[src/rtl/mips_pkg.sv]
// Shared definitions for the multi-cycle MIPS controller: opcodes, funct
// codes, controller state encoding, mux-select encodings and ALU codes.
package mips_pkg;

  // Primary opcodes (instruction bits [31:26])
  localparam logic [5:0] OP_RTYPE = 6'b000000;
  localparam logic [5:0] OP_LW    = 6'b100011;
  localparam logic [5:0] OP_SW    = 6'b101011;
  localparam logic [5:0] OP_BEQ   = 6'b000100;
  localparam logic [5:0] OP_ADDI  = 6'b001000;
  localparam logic [5:0] OP_J     = 6'b000010;

  // R-type funct codes (instruction bits [5:0])
  localparam logic [5:0] FN_ADD = 6'b100000;
  localparam logic [5:0] FN_SUB = 6'b100010;
  localparam logic [5:0] FN_AND = 6'b100100;
  localparam logic [5:0] FN_OR  = 6'b100101;
  localparam logic [5:0] FN_SLT = 6'b101010;

  // Controller states, 4-bit binary encoding
  typedef enum logic [3:0] {
    S_FETCH   = 4'd0,
    S_DECODE  = 4'd1,
    S_MEMADR  = 4'd2,
    S_MEMRD   = 4'd3,
    S_MEMWB   = 4'd4,
    S_MEMWR   = 4'd5,
    S_EXECUTE = 4'd6,
    S_ALUWB   = 4'd7,
    S_BRANCH  = 4'd8,
    S_ADDIEX  = 4'd9,
    S_ADDIWB  = 4'd10,
    S_JUMP    = 4'd11
  } state_t;

  // ALU B operand select
  localparam logic [1:0] SRCB_REG     = 2'b00;
  localparam logic [1:0] SRCB_FOUR    = 2'b01;
  localparam logic [1:0] SRCB_IMM     = 2'b10;
  localparam logic [1:0] SRCB_IMM_SH2 = 2'b11;

  // PC source select
  localparam logic [1:0] PCSRC_ALU    = 2'b00;
  localparam logic [1:0] PCSRC_ALUOUT = 2'b01;
  localparam logic [1:0] PCSRC_JUMP   = 2'b10;

  // Main-decoder to ALU-decoder operation class
  localparam logic [1:0] ALUOP_ADD   = 2'b00;
  localparam logic [1:0] ALUOP_SUB   = 2'b01;
  localparam logic [1:0] ALUOP_FUNCT = 2'b10;

  // ALU control codes
  localparam logic [2:0] ALU_ADD = 3'b010;
  localparam logic [2:0] ALU_SUB = 3'b110;
  localparam logic [2:0] ALU_AND = 3'b000;
  localparam logic [2:0] ALU_OR  = 3'b001;
  localparam logic [2:0] ALU_SLT = 3'b111;

  // True for the opcodes this controller knows how to sequence
  function automatic logic op_supported(input logic [5:0] op);
    logic ok;
    case (op)
      OP_RTYPE, OP_LW, OP_SW, OP_BEQ, OP_ADDI, OP_J: ok = 1'b1;
      default:                                       ok = 1'b0;
    endcase
    return ok;
  endfunction

endpackage

[src/rtl/aludec.sv]
// ALU decoder: maps the operation class and R-type funct to an ALU code.
module aludec
  import mips_pkg::*;
(
  input  logic [5:0] funct,
  input  logic [1:0] alu_op,
  output logic [2:0] alu_control
);

  // Select the ALU operation; unknown funct values fall back to AND
  always_comb begin
    alu_control = ALU_ADD;
    case (alu_op)
      ALUOP_ADD: alu_control = ALU_ADD;
      ALUOP_SUB: alu_control = ALU_SUB;
      ALUOP_FUNCT: begin
        case (funct)
          FN_ADD:  alu_control = ALU_ADD;
          FN_SUB:  alu_control = ALU_SUB;
          FN_AND:  alu_control = ALU_AND;
          FN_OR:   alu_control = ALU_OR;
          FN_SLT:  alu_control = ALU_SLT;
          default: alu_control = ALU_AND;
        endcase
      end
      default: alu_control = ALU_ADD;
    endcase
  end

endmodule

[src/rtl/multicycle_controller.sv]
// Multi-cycle MIPS control FSM: sequences the shared ALU and unified memory,
// stalls on mem_ready and counts retired instructions.
module multicycle_controller
  import mips_pkg::*;
#(
  parameter int CNT_W = 32
) (
  input  logic             clk,
  input  logic             rst_n,
  input  logic [5:0]       op,
  input  logic [5:0]       funct,
  input  logic             zero,
  input  logic             mem_ready,
  output logic             pc_en,
  output logic             iord,
  output logic             irwrite,
  output logic             memwrite,
  output logic             regwrite,
  output logic             regdst,
  output logic             memtoreg,
  output logic             alusrca,
  output logic [1:0]       alusrcb,
  output logic [1:0]       pcsrc,
  output logic [2:0]       alu_control,
  output logic             illegal_op,
  output logic             instr_done,
  output logic [CNT_W-1:0] instr_count
);

  state_t     state;
  state_t     next_state;
  logic       pcwrite;
  logic       branch;
  logic       irwrite_raw;
  logic       memwrite_raw;
  logic       regwrite_raw;
  logic       illegal_raw;
  logic       done_raw;
  logic [1:0] alu_op;

  // State register; reset lands in FETCH at once
  always_ff @(posedge clk or negedge rst_n) begin
    if (!rst_n) begin
      state <= S_FETCH;
    end else begin
      state <= next_state;
    end
  end

  // Next-state logic, including the memory-ready stalls
  always_comb begin
    next_state = S_FETCH;
    case (state)
      S_FETCH: begin
        if (mem_ready) next_state = S_DECODE;
        else           next_state = S_FETCH;
      end
      S_DECODE: begin
        case (op)
          OP_LW, OP_SW: next_state = S_MEMADR;
          OP_RTYPE:     next_state = S_EXECUTE;
          OP_BEQ:       next_state = S_BRANCH;
          OP_ADDI:      next_state = S_ADDIEX;
          OP_J:         next_state = S_JUMP;
          default:      next_state = S_FETCH;
        endcase
      end
      S_MEMADR: begin
        if (op == OP_LW)      next_state = S_MEMRD;
        else if (op == OP_SW) next_state = S_MEMWR;
        else                  next_state = S_FETCH;
      end
      S_MEMRD: begin
        if (mem_ready) next_state = S_MEMWB;
        else           next_state = S_MEMRD;
      end
      S_MEMWB:   next_state = S_FETCH;
      S_MEMWR: begin
        if (mem_ready) next_state = S_FETCH;
        else           next_state = S_MEMWR;
      end
      S_EXECUTE: next_state = S_ALUWB;
      S_ALUWB:   next_state = S_FETCH;
      S_BRANCH:  next_state = S_FETCH;
      S_ADDIEX:  next_state = S_ADDIWB;
      S_ADDIWB:  next_state = S_FETCH;
      S_JUMP:    next_state = S_FETCH;
      default:   next_state = S_FETCH;
    endcase
  end

  // Moore output decode; mem_ready only gates strobes in memory states
  always_comb begin
    pcwrite      = 1'b0;
    branch       = 1'b0;
    iord         = 1'b0;
    irwrite_raw  = 1'b0;
    memwrite_raw = 1'b0;
    regwrite_raw = 1'b0;
    regdst       = 1'b0;
    memtoreg     = 1'b0;
    alusrca      = 1'b0;
    alusrcb      = SRCB_REG;
    pcsrc        = PCSRC_ALU;
    alu_op       = ALUOP_ADD;
    illegal_raw  = 1'b0;
    done_raw     = 1'b0;
    case (state)
      S_FETCH: begin
        alusrcb = SRCB_FOUR;
        if (mem_ready) begin
          irwrite_raw = 1'b1;
          pcwrite     = 1'b1;
        end else begin
          irwrite_raw = 1'b0;
          pcwrite     = 1'b0;
        end
      end
      S_DECODE: begin
        // Branch target PC + (imm << 2) is precomputed into ALUOut here
        alusrcb     = SRCB_IMM_SH2;
        illegal_raw = ~op_supported(op);
      end
      S_MEMADR: begin
        alusrca = 1'b1;
        alusrcb = SRCB_IMM;
      end
      S_MEMRD: begin
        iord = 1'b1;
      end
      S_MEMWB: begin
        memtoreg     = 1'b1;
        regwrite_raw = 1'b1;
        done_raw     = 1'b1;
      end
      S_MEMWR: begin
        // The write strobe is held until the memory accepts it
        iord         = 1'b1;
        memwrite_raw = 1'b1;
        if (mem_ready) done_raw = 1'b1;
        else           done_raw = 1'b0;
      end
      S_EXECUTE: begin
        alusrca = 1'b1;
        alusrcb = SRCB_REG;
        alu_op  = ALUOP_FUNCT;
      end
      S_ALUWB: begin
        regdst       = 1'b1;
        regwrite_raw = 1'b1;
        done_raw     = 1'b1;
      end
      S_BRANCH: begin
        alusrca  = 1'b1;
        alu_op   = ALUOP_SUB;
        pcsrc    = PCSRC_ALUOUT;
        branch   = 1'b1;
        done_raw = 1'b1;
      end
      S_ADDIEX: begin
        alusrca = 1'b1;
        alusrcb = SRCB_IMM;
      end
      S_ADDIWB: begin
        regwrite_raw = 1'b1;
        done_raw     = 1'b1;
      end
      S_JUMP: begin
        pcsrc    = PCSRC_JUMP;
        pcwrite  = 1'b1;
        done_raw = 1'b1;
      end
      default: begin
        alusrcb = SRCB_FOUR;
      end
    endcase
  end

  // Strobes are suppressed while reset is held so nothing fires mid-abort
  assign pc_en      = rst_n & (pcwrite | (branch & zero));
  assign irwrite    = rst_n & irwrite_raw;
  assign memwrite   = rst_n & memwrite_raw;
  assign regwrite   = rst_n & regwrite_raw;
  assign illegal_op = rst_n & illegal_raw;
  assign instr_done = rst_n & done_raw;

  aludec u_aludec (
    .funct       (funct),
    .alu_op      (alu_op),
    .alu_control (alu_control)
  );

  // Retired-instruction counter, advancing on each final-state edge
  always_ff @(posedge clk or negedge rst_n) begin
    if (!rst_n) begin
      instr_count <= {CNT_W{1'b0}};
    end else if (done_raw) begin
      instr_count <= instr_count + CNT_W'(1);
    end else begin
      instr_count <= instr_count;
    end
  end

endmodule

[config.mk]
export PLATFORM = sky130hd
export DESIGN_NAME = multicycle_controller
export DESIGN_NICKNAME = d
export VERILOG_FILES = /design/src/rtl/mips_pkg.sv /design/src/rtl/aludec.sv /design/src/rtl/multicycle_controller.sv
export SDC_FILE = /design/constraint.sdc
export NUM_CORES = 1
export LEC_CHECK = 0
export CORE_AREA = 2 2 71 73
export DETAILED_ROUTE_END_ITERATION = 12
export DIE_AREA = 0 0 73 75
export HOLD_SLACK_MARGIN = 0.1
export PLACE_DENSITY = 0.82
export SLEW_MARGIN = 20
export SYNTH_ARGS = -nofsm -noshare
export SYNTH_HDL_FRONTEND = slang
export SYNTH_SLANG_ARGS = --single-unit
[constraint.sdc]
create_clock -name clk -period 2.25 [get_ports clk]
set_input_delay 0.225 -clock clk [delete_from_list [all_inputs] [get_ports clk]]
set_output_delay 0.225 -clock clk [all_outputs]
set_load 0.01 [all_outputs]
### Yosys cells after proc, flatten, opt, wreduce, memory -nomap -nowiden

Cells that the tools add are included.

* bits in registers: 36
* bits in latches: 0
* RAM bits: 0
* bits in read-only memories: 0
* bits of input ports: 16
* memories kept: 0

* add/sub/neg operators: 1
* multiply operators: 0
* divide/modulo/power cells: 0
* order comparisons: 0
* equal/unequal tests: 22
* shifts and indexed selects: 0
* muxes and demuxes: 26
* bitwise logic cells: 9
* reduce and logical (&&, ||, !) cells: 10

Operators by type and width (number)
* $eq 6x6->1 const B: 6
* $add 32x1->32 const B: 1
* $pmux 4 s7: 1
* $pmux 4 s5: 1
* $eq 4x3->1 const B: 4
* $eq 4x4->1 const B: 4
* $mux 1: 13
* $mux 3: 4
* $pmux 3 s4: 1
* $eq 4x2->1 const B: 2
* $pmux 2 s2: 2
* $reduce_or 8->1: 1
* $and 1x1->1: 7
* $eq 6x2->1 const B: 1
* $eq 6x3->1 const B: 1
* $eq 6x4->1 const B: 1
* $logic_not 6->1: 1
* $pmux 2 s3: 1
* $pmux 3 s2: 1
* $reduce_or 2->1: 3
* $reduce_or 6->1: 1
* $reduce_or 5->1: 1
* $eq 4x1->1 const B: 1
* $logic_not 4->1: 1
* 7 further kinds: 8

### Longest topological paths before layout

Gate-level depths: netlist (run 1).

* depth in word-level cells: 7
* gate-level depth with buffers: 9

### Cells and area by module

A second synthesis (run 1) with hierarchy kept.

* cell total of the unflattened synthesis: 221
* area total of the unflattened synthesis: 2092.0 µm²

Modules (own cells, without submodules)
* multicycle_controller: instances 1, cells an instance 207, area an instance 1983.2 µm², seq. area each 900.9 µm²
* aludec: instances 1, cells an instance 14, area an instance 108.9 µm², seq. area each 0.0 µm²

### Worst setup path before layout (run 1)

Ideal clock, no wire load.

* kind: register to output
* start point: register state[2]
* end point: output alu_control[0]
* arrival time: 1.716 ns
* data required time: 2.025 ns
* slack: 0.309 ns
* cell stages (with the launch flop): 9
* buffers on the path: 2
* path through: dfrtp_1 -> buf_2 -> buf_1 -> nor2b_1 -> nand2_1 -> inv_1 -> ha_1 -> and3b_1 -> nor3b_1

* word-level cells in the longest chain between the ends: 4
* elaborated cells between the ends (all ways): 6
* those cells by class: 4 x eq/ne; 2 x mux

RTL lines
* start: declaration: RTL line multicycle_controller.sv:30 `state_t state;`
* start signal: assignment: RTL line multicycle_controller.sv:46 `state <= next_state;`
* $eq 4x4->1 / $eq 4x3->1 (equally long branches): RTL line multicycle_controller.sv:108 `case (state)`
* $pmux 2 s2 *: RTL line multicycle_controller.sv:108
* $eq 2x2->1 / $eq 2x1->1 (equally long branches): RTL line aludec.sv:13 `case (alu_op)`
* $pmux 3 s2 *: RTL line aludec.sv:13
* end: declaration: RTL line multicycle_controller.sv:24 `output logic [2:0] alu_control,`

Mark *: on every way between the ends. The rest lies on a longest branch, timed or not.

### Worst setup path after layout (run 1)

* start point: register state[2]
* end point: output alu_control[1]

The elaborated chain is that of the path after synthesis.

==> flow_summary.json, run 1 <==
{
  "cp-end-kind": "primary output",
  "finalMaxSlewViolations": 0,
  "io_pins": 65,
  "via_count": 1952,
  "final_common_cell": "clkdlybuf4s50_1",
  "nNetsFinal": 325,
  "track_usage": 0.192,
  "num_rows": 25,
  "hpwl_um": 3790,
  "fin_total_pwr_uw": 1490,
  "ys.warnings.count": 0,
  "die_h_um": 75,
  "grt_pass1_wl_um": 8240,
  "hold_viol_final": 0,
  "yosysTopAreaCellShare": 0.416,
  "final_cells": 361,
  "synth_area_leaders": "dfrtp_1 42%, xnor2_1 8.9%, xor2_1 4.4%",
  "drc": 0,
  "p_per_area_mw_per_mm2": 483,
  "max-cap-violations": 0,
  "antenna_left": 0,
  "setup_viol": 0,
  "synth.area.mux_share": 0.00982,
  "place_area_mm2": 0.00294,
  "synth-compound-area-share": 0.0855,
  "synth_nets": 247,
  "synth-adder-area-share": 0.0173,
  "maxSlewHeadroom": 0.719,
  "cp_data_required_time_ns": 2.03,
  "synth_area_mm2": 0.00217,
  "ys_seq_area_frac": 0.416,
  "final_cell_mix": "56 x clkdlybuf4s50_1, 36 x dfrtp_1, 22 x xnor2_1",
  "fin_tns_setup_ns": 0,
  "antenna_found_initial": 0,
  "synth-simple-area-share": 0.303,
  "root_buffer": "clkbuf_8",
  "period_needed_ns": 2.15,
  "place_inst": 352,
  "synth_top_area_cell": "dfrtp_1",
  "synth.avg_cell_area_um2": 9.50,
  "max_freq_ghz": 0.464,
  "p_leak_uw": 0.00136,
  "clk_pin_slew_ns": 0.07,
  "crit_type": "reg -> out",
  "drt_first_pass_iters": 4,
  "dr.first_iter.drc_count": 49,
  "start_kind": "flip-flop",
  "drive_above_1_share": 0.140,
  "grt_overflow": 0,
  "synth_cell_types": 49,
  "numCtsBuffers": 5,
  "async_flop_share": 1.00,
  "worst_slew_pin_slew_ns": 0.416,
  "rsz0062_at_grt": "no",
  "synth-seq-cells": 36,
  "portBuffers": 64,
  "diodes": 0,
  "clkLatencyLatePin_ns": 0.28,
  "grt_pass1_vias": 1797,
  "synth_xor_area_frac": 0.141,
  "synth_ff_type": "dfrtp_1",
  "crit_arrival_ns": 1.93,
  "h-tree-depth": 2,
  "period_share": 0.957,
  "holdCritPathClass": "in -> async",
  "clockBufferDepth": 2,
  "crit_fanout": 3,
  "area_delta_synth_final_pct": 42.6,
  "avgRoutedWirePerCell_um": 14.0,
  "outcome": "finished, final reports clean",
  "fin_area_mm2": 0.00309,
  "core-area_mm2": 0.00466,
  "grt_start_max_net_pins": 34,
  "final.fill_count": 368,
  "ir_drop_uv": 422,
  "place_congestion": 0.833,
  "synth_top_family_by_area": "simple AND/OR/NAND/NOR gates",
  "clock-sinks": 36,
  "syn_inst": 228,
  "utilization": 0.663,
  "initial_core_util": 0.465,
  "finalWirelength_um": 5070,
  "synth-edff-count": 0,
  "die_width_um": 73,
  "dieArea_mm2": 0.00548,
  "post_cts_buffers": 0,
  "vias_per_cell": 5.41,
  "cts_tree": "yes",
  "finClkSkew_ns": 0.00480
}
==> kinds of logic after synthesis <==
group,after synthesis
AND/OR/NAND/NOR,110
AO/OA/AOI/OAI,28
buffers and inverters,15
flip-flops,36
adder cells (fa/ha/maj),3
multiplexers,2
XOR/XNOR,34
==> cells in the mapped netlist (all sizes together) (6+ instances only) <==
master   n
dfrtp   36
xnor2   23
nand2   21
nor2    14
nor3    14
nand3   12
xor2    11
o21ai   10
nand4    9
inv      7
nor2b    7
nand2b   6
==> registers in the layout, summed over array words and instances (netlist names) <==
register and flops:
instr_count 32, state 4
==> where the power goes <==
| group | switching (uW) | total, uW | internal (uW) |
|---|---|---|---|
| combinational | 138 | 305 | 167 |
| sequential | 41.3 | 719 | 678 |
| clock | 219 | 469 | 250 |
==> final cells by class <==
cell class,count,area [um2],share of cell area
clock buffer,8,90.1,0.0291
multi-input combinational,177,1250,0.404
tap,54,67.6,0.0219
timing repair buffer,79,757,0.245
sequential,36,901,0.291
inverter,7,26.3,0.00850
==> layer usage <==
metal / global-route usage / vias to the layer above / wire, um
li1: - / 960 / -
met1: 0.265 / 944 / 2400
met2: 0.304 / 39 / 2450
met3: 0.0375 / 9 / 139
met4: 0.0658 / 0 / 79
met5: 0 / - / 0
==> worst paths after layout <==
path,startpoint,endpoint,slack (ns),cells after the start
setup / recovery,state[2]$_DFF_PN0_,alu_control[1],0.1,6
hold / removal,rst_n,state[1]$_DFF_PN0_,0.32,2
setup reg to reg,state[1]$_DFF_PN0_,instr_count[31]$_DFFE_PN0P_,0.42,6
hold reg to reg,instr_count[31]$_DFFE_PN0P_,instr_count[31]$_DFFE_PN0P_,0.47,1
max in group asynchronous,rst_n,instr_count[6]$_DFFE_PN0P_,1.30,3
min in group clk,instr_count[31]$_DFFE_PN0P_,instr_count[31]$_DFFE_PN0P_,0.47,1
==> metrics by stage <==
step / hold WS, ns / setup WS, ns
final: 0.316 / 0.0964
after floorplan: -0.0706 / 0.309
after global placement: 0.0553 / 0.0628
after CTS: 0.318 / 0.0149
after global routing: 0.308 / 0.0411
after detailed placement: 0.0571 / -0.00540
==> timing repair <==
action,CTS,global route
hold buffers,1,0
pin swaps,2,2
gates resized for setup,11,14
hold endpoints to repair,4,0
endpoints found under the setup margin,4,6
==> worst max-delay path, cell delays in order, from the launching register on <==
cell,delay [ns]
dfrtp_1,0.40
nand2b_4,0.15
or3_4,0.35
ha_4,0.16
and3b_1,0.18
a311o_1,0.27
buf_2,0.14
Power figures use the tool's default switching activity.
==> inputs of run 2 (changes only) <==
--- a/config.mk
+++ b/config.mk
@@ -5,12 +5,13 @@
 export SDC_FILE = /design/constraint.sdc
 export NUM_CORES = 1
 export LEC_CHECK = 0
-export CORE_AREA = 2 2 71 73
+export CORE_AREA = 2 2 70 72
 export DETAILED_ROUTE_END_ITERATION = 12
-export DIE_AREA = 0 0 73 75
+export DIE_AREA = 0 0 72 74
 export HOLD_SLACK_MARGIN = 0.1
 export PLACE_DENSITY = 0.82
 export SLEW_MARGIN = 20
 export SYNTH_ARGS = -nofsm -noshare
 export SYNTH_HDL_FRONTEND = slang
+export SYNTH_HIERARCHICAL = 1
 export SYNTH_SLANG_ARGS = --single-unit
==> flow_summary.json, run 2 <==
{
  "crit_arrival_ns": 2.02,
  "synth-edff-count": 0,
  "via_count": 1875,
  "synth_top_area_cell": "dfrtp_1",
  "finalWirelength_um": 5040,
  "clk_pin_slew_ns": 0.07,
  "async_flop_share": 1.00,
  "synth_cell_types": 44,
  "die_h_um": 74,
  "dr.first_iter.drc_count": 65,
  "p_leak_uw": 0.00135,
  "diodes": 0,
  "p_per_area_mw_per_mm2": 503,
  "final.fill_count": 373,
  "r2r-start": "state[1]$_DFF_PN0_",
  "maxSlewHeadroom": 0.678,
  "period_needed_ns": 2.24,
  "path_cells": "nand2b_4 > nor3_4 > inv_2 > ha_4 > or4b_4 > o22ai_2 > buf_2",
  "setup_ws_ns": 0.00791,
  "grt_overflow": 0,
  "portBuffers": 64,
  "cp_data_required_time_ns": 2.03,
  "ir_drop_uv": 360,
  "max-cap-violations": 0,
  "final_cell_mix": "56 x clkdlybuf4s50_1, 35 x dfrtp_1, 20 x nor2_1, 20 x buf_4",
  "vias_per_cell": 5.21,
  "cp_slowest_cell": "or4b_4",
  "drc": 0,
  "drt_first_pass_iters": 4,
  "clockBufferDepth": 2,
  "root_buffer": "clkbuf_8",
  "initial_core_util": 0.455,
  "finClkSkew_ns": 0.00301,
  "fin_tns_setup_ns": 0,
  "fin_area_mm2": 0.00310,
  "avgRoutedWirePerCell_um": 14.0,
  "synth_ff_type": "dfrtp_1",
  "worst_slew_pin_slew_ns": 0.479,
  "regArea_um2": 902,
  "antenna_left": 0,
  "yosys.cell_count.top_type": "dfrtp_1",
  "grt_start_max_net_pins": 21,
  "ys_seq_area_frac": 0.431,
  "cp-end-kind": "primary output",
  "grt_pass1_wl_um": 8250,
  "hpwl_um": 3710,
  "syn_inst": 221,
  "core-area_mm2": 0.00460,
  "track_usage": 0.195,
  "ys.warnings.count": 6,
  "h-tree-depth": 2,
  "final_common_cell": "clkdlybuf4s50_1",
  "rsz0062_at_grt": "yes",
  "holdCritPathClass": "in -> async",
  "io_pins": 65,
  "dpl_worst_slack_ns": -0.228,
  "cts_tree": "yes",
  "setup_viol": 0,
  "utilization": 0.675,
  "regMostFlops": "instr_count",
  "largest_reg_flops": 32,
  "synth-seq-cells": 36,
  "dieArea_mm2": 0.00533,
  "hold_viol_final": 0,
  "numCtsBuffers": 5,
  "crit_path_end": "alu_control[2]",
  "multiInputGateArea_mm2": 0.00120,
  "place_congestion": 0.791,
  "start_kind": "flip-flop",
  "period_share": 0.996,
  "outcome": "finished, final reports clean",
  "crit_type": "reg -> out",
  "synth_nets": 240,
  "synth_area_leaders": "dfrtp_1 43%, xnor2_1 7.5%, xor2_1 6.7%",
  "cpPeakStageDelay_ns": 0.47,
  "yosysTopAreaCellShare": 0.431,
  "die_width_um": 72,
  "startpoint": "state[2]$_DFF_PN0_",
  "drive_above_1_share": 0.193,
  "finalMaxSlewViolations": 0,
  "crit_fanout": 4,
  "synth_common_cells": "36 x dfrtp_1, 21 x nor2_1, 19 x nand2_1",
  "antenna_found_initial": 0,
  "synth.avg_cell_area_um2": 9.47,
  "place_area_mm2": 0.00293,
  "num_rows": 25,
  "nNetsFinal": 325,
  "synth_area_mm2": 0.00209,
  "grt_pass1_vias": 1795,
  "area_delta_synth_final_pct": 48.3,
  "clock-sinks": 36,
  "clkLatencyLatePin_ns": 0.28,
  "reg2reg_slack_ns": 0.08,
  "top_regs": "instr_count (32), state (4)",
  "max_freq_ghz": 0.446,
  "reg2reg_depth": 6,
  "r2r_end": "instr_count[31]$_DFFE_PN0P_"
}
run 2: cell count changes in the layout (fill, tap and decap cells not counted), moves of 3 or more:
cell / previous run / this run
and3_2: 0 / 3
nor2b_1: 5 / 2
nand4_1: 8 / 4
buf_4: 12 / 20
a31oi_1: 3 / 0
nor2_1: 13 / 20
xnor2_1: 22 / 18
nand2_1: 21 / 18
and3_1: 3 / 0
xor2_1: 11 / 16
nand3_1: 11 / 15
run 2: how the worst min path moves through the flow:
stage,start,end,slack (ns),depth (start not counted)
finish,rst_n,instr_count[15]$_DFFE_PN0P_,0.36,2
CTS,rst_n,state[3]$_DFF_PN0_,0.37,2
detailed placement,rst_n,instr_count[13]$_DFFE_PN0P_,0.13,1
global route,rst_n,instr_count[15]$_DFFE_PN0P_,0.37,2
global placement,rst_n,instr_count[13]$_DFFE_PN0P_,0.13,1
floorplan,rst_n,instr_count[0]$_DFFE_PN0P_,-0.07,0
run 2: stage by stage:
step           total power [uW]  std cells  hold slack [ns]
3_5_place_dp               1070        349            0.130
3_3_place_gp               1060        349            0.131
4_1_cts                    1570        357            0.372
6_report                   1560        360            0.359
5_1_grt                    1630        360            0.373
2_1_floorplan               882        221          -0.0706
run 2: logic make-up after synthesis:
logic type / Yosys count / share of synthesized area
compound gates: 26 / 0.0796
flops: 36 / 0.431
mux: 1 / 0.00538
xor+xnor: 34 / 0.142
simple gates: 104 / 0.290
buf+inv: 17 / 0.0341
fa+ha+maj: 3 / 0.0179
run 2: layer usage:
metal | global-route usage | wire (um) | vias to the layer above
li1 | - | - | 938
met3 | 0.0352 | 172 | 13
met1 | 0.251 | 2280 | 881
met4 | 0.0671 | 101 | 0
met5 | 0 | 0 | -
met2 | 0.334 | 2490 | 43
run 2: area by class of cell:
cell class                      instances  share of cell area
Tap cell                               54              0.0218
Inverter                               10              0.0121
Sequential cell                        36               0.291
Clock buffer                            7              0.0311
Timing Repair Buffer                   85               0.258
Multi-Input combinational cell        168               0.386
run 2: what timing repair did:
action,4_1_cts,5_1_grt
endpoints found under the setup margin,7,8
hold buffers,1,0
setup buffers,0,3
resized for setup,13,12
hold endpoints to repair,9,0
pin swaps,1,5
run 2: worst max-delay path, delay by kind of cell (launching register included):
| kind | cells | cell delay (ns) |
|---|---|---|
| AOI/OAI and AO/OA | 1 | 0.09 |
| adders and majority gates | 1 | 0.21 |
| buffers and inverters | 2 | 0.21 |
| DFF | 1 | 0.41 |
| and+or+nand+nor | 3 | 0.81 |
run 2: where the power goes:
group	internal (uW)	switching (uW)
Combinational	182	140
Sequential	689	58.9
Clock	273	219
==> inputs of run 3 (changes only) <==
--- a/config.mk
+++ b/config.mk
@@ -8,6 +8,7 @@
 export CORE_AREA = 2 2 70 72
 export DETAILED_ROUTE_END_ITERATION = 12
 export DIE_AREA = 0 0 72 74
+export GPL_ROUTABILITY_DRIVEN = 0
 export HOLD_SLACK_MARGIN = 0.1
 export PLACE_DENSITY = 0.82
 export SLEW_MARGIN = 20
==> results of run 3 <==
Same layout as run 2: the final DEF is identical, and so are final timing and power.
